### config.mk
export PLATFORM = sky130hd
export DESIGN_NAME = mipi_phase_cal
export DESIGN_NICKNAME = d
export VERILOG_FILES = /design/src/rtl/mipi_pkg.sv /design/src/rtl/mipi_ps_port.sv /design/src/rtl/mipi_phase_cal.sv
export SDC_FILE = /design/constraint.sdc
export NUM_CORES = 1
export LEC_CHECK = 0
export ABC_AREA = 1
export CAP_MARGIN = 20
export CORE_MARGIN = 2
export CORE_UTILIZATION = 55
export CTS_CLUSTER_DIAMETER = 40
export CTS_CLUSTER_SIZE = 16
export DETAILED_ROUTE_END_ITERATION = 16
export PLACE_DENSITY = 0.75
export SYNTH_ARGS = -nofsm -noshare
export SYNTH_HDL_FRONTEND = slang
export SYNTH_SLANG_ARGS = --single-unit
### constraint.sdc
create_clock -name clk -period 3.6 [get_ports clk]
set_input_delay 0.72 -clock clk [delete_from_list [all_inputs] [get_ports clk]]
set_output_delay 0.72 -clock clk [all_outputs]
set_load 0.03 [all_outputs]
### src/rtl/mipi_pkg.sv
// Shared types and constants for the MIPI PHY phase calibration controller.
package mipi_pkg;

    localparam logic [7:0] SYNC_BYTE = 8'hB8;

    typedef enum logic [3:0] {
        StIdle,
        StMrst,
        StWlock,
        StPsReq,
        StPsWait,
        StDwell,
        StEval,
        StMoveReq,
        StMoveWait,
        StFinish
    } state_e;

    function automatic int unsigned max3(input int unsigned a, input int unsigned b,
                                         input int unsigned c);
        int unsigned m;
        m = (a > b) ? a : b;
        return (m > c) ? m : c;
    endfunction

endpackage

### src/rtl/mipi_ps_port.sv
// MMCM dynamic phase-shift handshake: one-cycle psen, then wait for psdone or time out.
module mipi_ps_port #(
    parameter int unsigned PS_TIMEOUT = 1024
) (
    input  logic clk_i,
    input  logic reset_i,
    input  logic req_i,
    input  logic inc_i,
    input  logic psdone_i,
    output logic psen_o,
    output logic psincdec_o,
    output logic ack_o,
    output logic timeout_o
);

    localparam int unsigned TW = $clog2(PS_TIMEOUT + 1);

    logic          psen_d, psen_q;
    logic          inc_d, inc_q;
    logic          wait_d, wait_q;
    logic [TW-1:0] cnt_d, cnt_q;

    always_comb begin
        psen_d    = 1'b0;
        inc_d     = inc_q;
        wait_d    = wait_q;
        cnt_d     = cnt_q;
        ack_o     = 1'b0;
        timeout_o = 1'b0;
        if (wait_q) begin
            // psdone coincident with our own psen cannot belong to this request
            if (!psen_q && psdone_i) begin
                ack_o  = 1'b1;
                wait_d = 1'b0;
            end else if (cnt_q == TW'(PS_TIMEOUT - 1)) begin
                timeout_o = 1'b1;
                wait_d    = 1'b0;
            end else begin
                cnt_d = cnt_q + 1'b1;
            end
        end else if (req_i) begin
            psen_d = 1'b1;
            inc_d  = inc_i;
            wait_d = 1'b1;
            cnt_d  = '0;
        end
    end

    always_ff @(posedge clk_i) begin
        if (reset_i) begin
            psen_q <= 1'b0;
            inc_q  <= 1'b0;
            wait_q <= 1'b0;
            cnt_q  <= '0;
        end else begin
            psen_q <= psen_d;
            inc_q  <= inc_d;
            wait_q <= wait_d;
            cnt_q  <= cnt_d;
        end
    end

    assign psen_o     = psen_q;
    assign psincdec_o = inc_q;

endmodule

### src/rtl/mipi_phase_cal.sv
// Sweeps the MMCM sampling phase, scores each step on sync/error counts and parks the
// phase at the centre of the longest contiguous good window.
module mipi_phase_cal
    import mipi_pkg::*;
#(
    parameter int unsigned STEPS      = 56,
    parameter int unsigned DWELL      = 4096,
    parameter int unsigned MIN_SYNC   = 4,
    parameter int unsigned RST_CYCLES = 16,
    parameter int unsigned PS_TIMEOUT = 1024
) (
    input  logic                         clk,
    input  logic                         reset,
    input  logic                         start,
    input  logic                         locked,
    input  logic                         sync_ok,
    input  logic                         err,
    output logic                         mmcm_reset,
    output logic                         psen,
    output logic                         psincdec,
    input  logic                         psdone,
    output logic                         busy,
    output logic                         done,
    output logic                         fail,
    output logic [$clog2(STEPS)-1:0]     best_start,
    output logic [$clog2(STEPS+1)-1:0]   best_len,
    output logic [$clog2(STEPS+1)-1:0]   phase_pos
);

    localparam int unsigned SW = $clog2(STEPS);
    localparam int unsigned LW = $clog2(STEPS + 1);
    localparam int unsigned TW = $clog2(max3(DWELL, PS_TIMEOUT, RST_CYCLES) + 1);

    state_e        state_d, state_q;
    logic [TW-1:0] tmr_d, tmr_q;
    logic [7:0]    sync_cnt_d, sync_cnt_q;
    logic [7:0]    err_cnt_d, err_cnt_q;
    logic [SW-1:0] run_start_d, run_start_q;
    logic [LW-1:0] run_len_d, run_len_q;
    logic [SW-1:0] best_start_d, best_start_q;
    logic [LW-1:0] best_len_d, best_len_q;
    logic [LW-1:0] phase_pos_d, phase_pos_q;
    logic          fail_d, fail_q;

    logic          ps_req, ps_inc, ps_ack, ps_timeout;
    logic          good;
    logic [LW-1:0] target;

    mipi_ps_port #(
        .PS_TIMEOUT(PS_TIMEOUT)
    ) u_ps_port (
        .clk_i      (clk),
        .reset_i    (reset),
        .req_i      (ps_req),
        .inc_i      (ps_inc),
        .psdone_i   (psdone),
        .psen_o     (psen),
        .psincdec_o (psincdec),
        .ack_o      (ps_ack),
        .timeout_o  (ps_timeout)
    );

    always_comb begin
        state_d      = state_q;
        tmr_d        = tmr_q;
        sync_cnt_d   = sync_cnt_q;
        err_cnt_d    = err_cnt_q;
        run_start_d  = run_start_q;
        run_len_d    = run_len_q;
        best_start_d = best_start_q;
        best_len_d   = best_len_q;
        phase_pos_d  = phase_pos_q;
        fail_d       = fail_q;
        ps_req       = 1'b0;
        ps_inc       = 1'b0;
        good         = 1'b0;
        target       = '0;

        unique case (state_q)
            StIdle: begin
                if (start) begin
                    state_d      = StMrst;
                    tmr_d        = '0;
                    fail_d       = 1'b0;
                    best_start_d = '0;
                    best_len_d   = '0;
                    phase_pos_d  = '0;
                    run_start_d  = '0;
                    run_len_d    = '0;
                end
            end
            StMrst: begin
                phase_pos_d = '0;
                if (tmr_q == TW'(RST_CYCLES - 1)) begin
                    tmr_d   = '0;
                    state_d = StWlock;
                end else begin
                    tmr_d = tmr_q + 1'b1;
                end
            end
            StWlock: begin
                if (locked) begin
                    state_d    = StDwell;
                    tmr_d      = '0;
                    sync_cnt_d = '0;
                    err_cnt_d  = '0;
                end else if (tmr_q == TW'(PS_TIMEOUT - 1)) begin
                    fail_d  = 1'b1;
                    state_d = StFinish;
                end else begin
                    tmr_d = tmr_q + 1'b1;
                end
            end
            StDwell: begin
                if (!locked) begin
                    fail_d  = 1'b1;
                    state_d = StFinish;
                end else begin
                    if (sync_ok && (sync_cnt_q != 8'hFF)) sync_cnt_d = sync_cnt_q + 1'b1;
                    if (err && (err_cnt_q != 8'hFF)) err_cnt_d = err_cnt_q + 1'b1;
                    if (tmr_q == TW'(DWELL - 1)) begin
                        state_d = StEval;
                    end else begin
                        tmr_d = tmr_q + 1'b1;
                    end
                end
            end
            StEval: begin
                good = (32'(sync_cnt_q) >= MIN_SYNC) && (err_cnt_q == 8'd0);
                if (good) begin
                    if (run_len_q == '0) run_start_d = SW'(phase_pos_q);
                    run_len_d = run_len_q + 1'b1;
                    // strict compare keeps the earliest window on ties
                    if (run_len_d > best_len_q) begin
                        best_len_d   = run_len_d;
                        best_start_d = run_start_d;
                    end
                end else begin
                    run_len_d = '0;
                end
                if (phase_pos_q < LW'(STEPS - 1)) begin
                    state_d = StPsReq;
                end else begin
                    state_d = StMoveReq;
                end
            end
            StPsReq: begin
                ps_req  = 1'b1;
                ps_inc  = 1'b1;
                state_d = StPsWait;
            end
            StPsWait: begin
                if (ps_ack) begin
                    phase_pos_d = phase_pos_q + 1'b1;
                    state_d     = StDwell;
                    tmr_d       = '0;
                    sync_cnt_d  = '0;
                    err_cnt_d   = '0;
                end else if (ps_timeout) begin
                    fail_d  = 1'b1;
                    state_d = StFinish;
                end
            end
            StMoveReq: begin
                if (best_len_q == '0) begin
                    fail_d = 1'b1;
                end else begin
                    target = LW'(best_start_q) + (best_len_q >> 1);
                end
                if (phase_pos_q == target) begin
                    state_d = StFinish;
                end else begin
                    ps_req  = 1'b1;
                    state_d = StMoveWait;
                end
            end
            StMoveWait: begin
                if (ps_ack) begin
                    phase_pos_d = phase_pos_q - 1'b1;
                    state_d     = StMoveReq;
                end else if (ps_timeout) begin
                    fail_d  = 1'b1;
                    state_d = StFinish;
                end
            end
            StFinish: begin
                state_d = StIdle;
            end
            default: begin
                state_d = StIdle;
            end
        endcase
    end

    always_ff @(posedge clk) begin
        if (reset) begin
            state_q      <= StIdle;
            tmr_q        <= '0;
            sync_cnt_q   <= '0;
            err_cnt_q    <= '0;
            run_start_q  <= '0;
            run_len_q    <= '0;
            best_start_q <= '0;
            best_len_q   <= '0;
            phase_pos_q  <= '0;
            fail_q       <= 1'b0;
        end else begin
            state_q      <= state_d;
            tmr_q        <= tmr_d;
            sync_cnt_q   <= sync_cnt_d;
            err_cnt_q    <= err_cnt_d;
            run_start_q  <= run_start_d;
            run_len_q    <= run_len_d;
            best_start_q <= best_start_d;
            best_len_q   <= best_len_d;
            phase_pos_q  <= phase_pos_d;
            fail_q       <= fail_d;
        end
    end

    assign mmcm_reset = (state_q == StMrst);
    assign busy       = (state_q != StIdle) && (state_q != StFinish);
    assign done       = (state_q == StFinish);
    assign fail       = fail_q;
    assign best_start = best_start_q;
    assign best_len   = best_len_q;
    assign phase_pos  = phase_pos_q;

endmodule

* Word-level counts from Yosys, hierarchy flattened
Cells that the tools add are included.
Word-level totals: flip-flop bits (word level) 78, bits of input ports 7, output and inout bits 24, word-level logic and storage cells 164
Operators by class: add/subtract/negate cells 8, magnitude comparators 3, equal/unequal tests 39, muxes and demuxes 69, bitwise gates (word level) 1, reduce and logical (&&, ||, !) cells 30
Operators by type and width (count):
- 13-bit two-way mux | 7
- 6-bit two-way mux | 12
- 13-bit case mux with 5 select lines | 1
- 8-bit two-way mux | 6
- 6-bit case mux with 2 select lines | 4
- 8-bit case mux with 3 select lines | 2
- 11-bit two-way mux | 4
- 4-bit two-way mux | 9
- 4-bit case mux with 9 select lines | 1
- 2-bit inequality test, second input constant | 17
- 6-bit case mux with 4 select lines | 1
- 1-bit two-way mux | 19
- 8-bit by 1-bit adder with 8-bit output, second input constant | 2
- 4-bit by 3-bit equality test with 1-bit output, second input constant | 4
- 8-bit inequality test, second input constant | 2
- 13-bit by 1-bit adder with 13-bit output, second input constant | 1
- 13-bit by 10-bit equality test with 1-bit output, second input constant | 1
- 13-bit by 12-bit equality test with 1-bit output, second input constant | 1
- 13-bit by 4-bit equality test with 1-bit output, second input constant | 1
- 6-bit by 1-bit adder with 6-bit output, second input constant | 2
- 6-bit logical NOT | 2
- 4-bit AND reduction | 3
- 11-bit by 1-bit adder with 11-bit output, second input constant | 1
- 11-bit by 10-bit equality test with 1-bit output, second input constant | 1
- other kinds (30) | 46

* Longest topological paths before layout
word-level depth 8, gate-level depth with buffers 16, depth with buffers taken out 15

* Hierarchy
From an unflattened synthesis, not the netlist that was laid out.
Second synthesis, totals: cells, all modules 756, area, all modules 4954.8 um2
By module, submodules not included:
- mipi_phase_cal | times used 1, cells each 642, area an instance 4202.8 um2, sequential area each 1281.2 um2
- mipi_ps_port | times used 1, cells each 114, area an instance 752.0 um2, sequential area each 280.3 um2

* Least setup slack after synthesis
No wires, ideal clock.
kind reg-to-reg, from register run_len_q[2], to register best_start_q[1] (netlist: best_start[1]), library setup time 120 ps, arrival 2362 ps, data required time 3480 ps, setup slack 1118 ps, cell stages (with the launch flop) 17, path buffers 2, period minus slack after synthesis 2482 ps, cell sequence dfxtp_1 > clkbuf_1 > nand4_1 > nor2_1 > xnor2_1 > inv_1 > ha_1 > nand2_1 > nor2_1 > o211ai_1 > o211ai_1 > nand3_1 > a21oi_4 > inv_2 > buf_2 > o21ai_0 > a21oi_1
On the way: longest elaborated chain between the ends 5, elaborated cells on any way between the ends 9, classes of those cells add/sub: 1; order compare: 1; eq/ne: 1; mux: 4; reduce/logical: 2
Ends and longest elaborated chain:
- start, declared | line mipi_phase_cal.sv:39 | logic [LW-1:0] run_len_d, run_len_q;
- start signal, assigned | line mipi_phase_cal.sv:213 | run_len_q <= run_len_d;
- branches (longest 5 deep; another with 6-bit by 1-bit adder with 6-bit output)
- end signal, assigned | line mipi_phase_cal.sv:214 | best_start_q <= best_start_d;
- end, declared | line mipi_phase_cal.sv:40 | logic [SW-1:0] best_start_d, best_start_q;
Several ways; the timed one is not identified. The select of a mux whose other input is x is not followed. A chain may end at the register's enable or synchronous reset.

* Final worst setup path
from register best_len_q[1] (netlist: best_len[1]), to register u_ps_port.cnt_q[3]
On the way: longest elaborated chain between the ends 8, elaborated cells on any way between the ends 9, classes of those cells add/sub: 1; eq/ne: 1; mux: 4; reduce/logical: 3
Ends and longest elaborated chain:
- start, declared | line mipi_phase_cal.sv:41 | logic [LW-1:0] best_len_d, best_len_q;
- start signal, assigned | line mipi_phase_cal.sv:215 | best_len_q <= best_len_d;
- 6-bit by 5-bit adder with 6-bit output or 6-bit logical NOT (tied branches) | line mipi_phase_cal.sv:168, mipi_phase_cal.sv:165
- 6-bit two-way mux (*) | line mipi_phase_cal.sv:165 | if (best_len_q == '0) begin
- 6-bit two-way mux (*) | line mipi_phase_cal.sv:79 | unique case (state_q)
- 6-bit equality test (*) | line mipi_phase_cal.sv:170 | if (phase_pos_q == target) begin
- 1-bit two-way mux (*) | line mipi_phase_cal.sv:170
- 1-bit case mux with 2 select lines (*) | line mipi_phase_cal.sv:79
- 2-bit nonzero test (no line) (*)
- 3-bit AND reduction (no line) (*)
- end signal, assigned | line mipi_ps_port.sv:59 | cnt_q <= cnt_d;
- end, declared | line mipi_ps_port.sv:21 | logic [TW-1:0] cnt_d, cnt_q;
Every way passes the cells marked *; elsewhere a longest branch is shown, timed or not. The select of a mux whose other input is x is not followed.

==> results.py <==
metrics = {
    "synth": {
        "synthTopCellsByArea": "dfxtp_1, nand2_1, a21oi_1",
        "synth_top_area_share_pct": 33.19,
        "synthMuxAreaShare_pct": 0,
        "syn_inst": 689,
        "synth_ff_type": "dfxtp_1",
        "synth_top_family_by_area": "simple AND/OR/NAND/NOR gates",
        "netlist_area_um2": 4705,
        "synth_compound_area_share_pct": 15.77,
        "synth-edff-count": 0,
        "syn_area_per_cell_um2": 6.828,
        "yosys.area_share.simple_pct": 31.46,
        "ys_warn_count": 0,
        "ys_seq_area_share_pct": 33.19,
        "async_flop_share_pct": 0,
        "yosys.cell_types.count": 43,
        "synthAdderAreaFrac_pct": 6.968,
        "synth_nets": 721,
        "synth_xor_area_share_pct": 3.537,
        "yosys_register_bits": 78,
        "yosys.area.top_type": "dfxtp_1",
    },
    "power": {
        "p_per_area_nw_per_um2": 659.2,
        "peakVddDrop_v": 0.0006241,
        "p_leak_uw": 0.002182,
    },
    "timing": {
        "hold_viol_final": 0,
        "finClkSkew_ns": 0.009891,
        "slew_headroom_pct": 60.01,
        "period_needed_ns": 2.827,
        "fin_setup_tns_ns": 0,
        "setup_viol": 0,
        "fmax_ghz": 0.3537,
        "worst_pin_slew_ns": 0.5953,
        "rsz0062_at_grt": "no",
        "holdWs_ns": 0.4521,
        "period_share_pct": 78.53,
        "slew_violations": 0,
    },
    "die": {
        "row_count": 33,
        "dieArea_um2": 9309,
        "dieHeight_um": 96.49,
        "die_x_um": 96.49,
        "pin_count": 31,
        "core_um2": 8258,
        "start_util_pct": 56.97,
    },
    "finish": {
        "stdcell_area_um2": 5315,
        "fin_cells": 829,
        "drive_above_1_share_pct": 7.459,
        "final_core_util_pct": 64.36,
        "area.growth.synth_to_final_pct": 12.98,
        "final_common_cell": "nand2_1",
        "final_nets": 751,
        "insertedDiodeCount": 0,
        "mostFrequentLayoutCells": "nand2_1, nor2_1, inv_1, dfxtp_1, a21oi_1",
    },
    "grt": {
        "use_met2_pct": 44.21,
        "grt_pass1_vias": 4293,
        "met3_usage_pct": 3.491,
        "antenna_found_initial": 0,
        "globalRoute.totalOverflow": 0,
        "grt_max_degree": 32,
        "grt_pass1_wl_um": 19150,
        "grt_usage_pct": 25.91,
        "gr-usage-met1_pct": 33.03,
        "busiest_layer": "met2",
    },
    "job": {
        "max-cap-violations": 0,
    },
    "setup_path": {
        "crit_buf_inv": 1,
        "cp-end-kind": "register",
        "reg2reg_slack_ns": 0.77,
        "regToRegStartpoint": "best_len[1]$_SDFFE_PP0P_",
        "crit_family": "simple AND/OR/NAND/NOR gates",
        "cp_data_arrival_time_ns": 3.06,
        "ff2ff_path_depth": 13,
        "slowest_stage": "nand3_1",
        "cp_common_cell": "nand2_1",
        "worstSetupStartpointType": "register",
        "worstPathCellList": "ha_1 > inv_1 > fa_1 > nand3b_1 > nand2_1 > nand2_1 > nand3_1 > xor2_1 > nand3_1 > nand2_1 > nand3_1 > nand2_1 > a21oi_1",
        "cp.required_ns": 3.83,
        "r2r_end": "u_ps_port.cnt_q[3]$_SDFFE_PP0P_",
        "path_max_fanout": 12,
        "critPathMaxStageDelay_ns": 0.41,
        "path_class": "register to register",
    },
    "route": {
        "ant_nets": 0,
        "wl_per_cell_um": 13.58,
        "firstDrtPassIters": 6,
        "num_vias": 4530,
        "routed_wl_um": 11260,
        "drc_errors": 0,
        "viasPerCell": 5.464,
        "drtIter0Drc": 342,
    },
    "hold_path": {
        "min-delay-start": "u_ps_port.cnt_q[10]$_SDFFE_PP0P_",
        "hold_path_class": "register to register",
        "min_to": "u_ps_port.cnt_q[10]$_SDFFE_PP0P_",
        "hold_depth": 2,
    },
    "place": {
        "dp.cells": 813,
        "io_buffer_count": 30,
        "place_area_um2": 5085,
        "place_congestion": 0.9024,
        "hpwlAfterDp_um": 8529,
    },
    "clocking": {
        "cts_tree": "built",
        "cts_hold_buf": 0,
        "clockBufferDepth": 2,
        "cts_resized": 0,
        "clk_latency_ns": 0.35,
        "root_buffer": "clkbuf_8",
        "cts_sinks": 78,
        "htreeDepth": 3,
        "post_cts_buffers": 0,
        "numCtsBuffers": 9,
        "cts.clk_slew.worst_paths_ns": 0.08,
    },
    "outcome": {
        "status": "completed",
    },
}
-- power by group --
part	switching, uW	internal, uW
logic	1080	542
clock network	309	461
registers	118	994
total	1510	2000
-- Yosys cell counts (all sizes together), types with 4 or more instances --
| cell | count |
|---|---|
| nand2 | 141 |
| nor2 | 94 |
| inv | 92 |
| dfxtp | 78 |
| a21oi | 75 |
| nand3 | 42 |
| o21ai | 40 |
| ha | 23 |
| nand4 | 21 |
| nor3 | 17 |
| xor2 | 13 |
| buf | 7 |
| clkbuf | 7 |
| xnor2 | 6 |
| a211oi | 5 |
| nor4 | 4 |
-- worst max path at each step --
stage	startpoint	endpoint	slack (ns)	cells past startpoint
3_5_place_dp	psdone	tmr_q[2]$_SDFFE_PP0P_	0.76	8
2_1_floorplan	run_len_q[2]$_SDFFE_PP0P_	best_start[1]$_SDFFE_PP0P_	1.12	16
4_1_cts	best_len[1]$_SDFFE_PP0P_	u_ps_port.cnt_q[3]$_SDFFE_PP0P_	0.79	13
6_report	best_len[1]$_SDFFE_PP0P_	u_ps_port.cnt_q[3]$_SDFFE_PP0P_	0.77	13
5_1_grt	best_len[1]$_SDFFE_PP0P_	u_ps_port.cnt_q[5]$_SDFFE_PP0P_	0.38	13
3_3_place_gp	psdone	tmr_q[2]$_SDFFE_PP0P_	0.83	8
-- routing by layer --
layer / up-vias / share of wire (%)
li1: 2330 / -
met1: 2074 / 45
met2: 95 / 49
met3: 31 / 3.9
met4: 0 / 2.5
met5: - / 0
-- cell families (layout without fill, tap and decap cells) --
logic type                 after synthesis  in the layout
buffers and inverters                  108            143
adders and majority gates               25             25
AOI/OAI and AO/OA                      132            132
xor gates and xnor gates                19             19
and+or+nand+nor                        327            327
DFF                                     78             78
-- per-stage QoR --
stage | power (uW) | worst slack, ns
2_1_floorplan | 2313 | 1.118
3_3_place_gp | 2691 | 0.8301
3_5_place_dp | 2729 | 0.7578
4_1_cts | 3505 | 0.7902
5_1_grt | 3758 | 0.3792
6_report | 3504 | 0.7728
-- layout make-up --
type / count / area, um^2
fillers: 783 / 2943
clock buffers: 12 / 135.1
flip-flops and latches: 78 / 1562
repair buffers: 33 / 322.8
multi-input cells: 503 / 2716
clock inverters: 4 / 95.09
well taps: 105 / 131.4
inverters: 94 / 352.8
-- worst reg2reg max path, cell delays in order (launching register included) --
cell and delay [ns]:
dfxtp_1 0.37, ha_1 0.19, inv_1 0.06, fa_1 0.39, nand3b_1 0.20, nand2_1 0.09
nand2_1 0.05, nand3_1 0.08, xor2_1 0.20, nand3_1 0.13, nand2_1 0.32, nand3_1 0.41
nand2_1 0.17, a21oi_1 0.07
-- registers in the layout (all words and copies together), names as in the netlist --
name	flops
best_len	6
best_start	6
err_cnt_q	8
fail	1
phase_pos	6
run_len_q	6
run_start_q	6
state_q	4
sync_cnt_q	8
tmr_q	13
u_ps_port.cnt_q	11
u_ps_port.psen_o	1
u_ps_port.psincdec_o	1
u_ps_port.wait_q	1
Power figures use the tool's default switching activity.
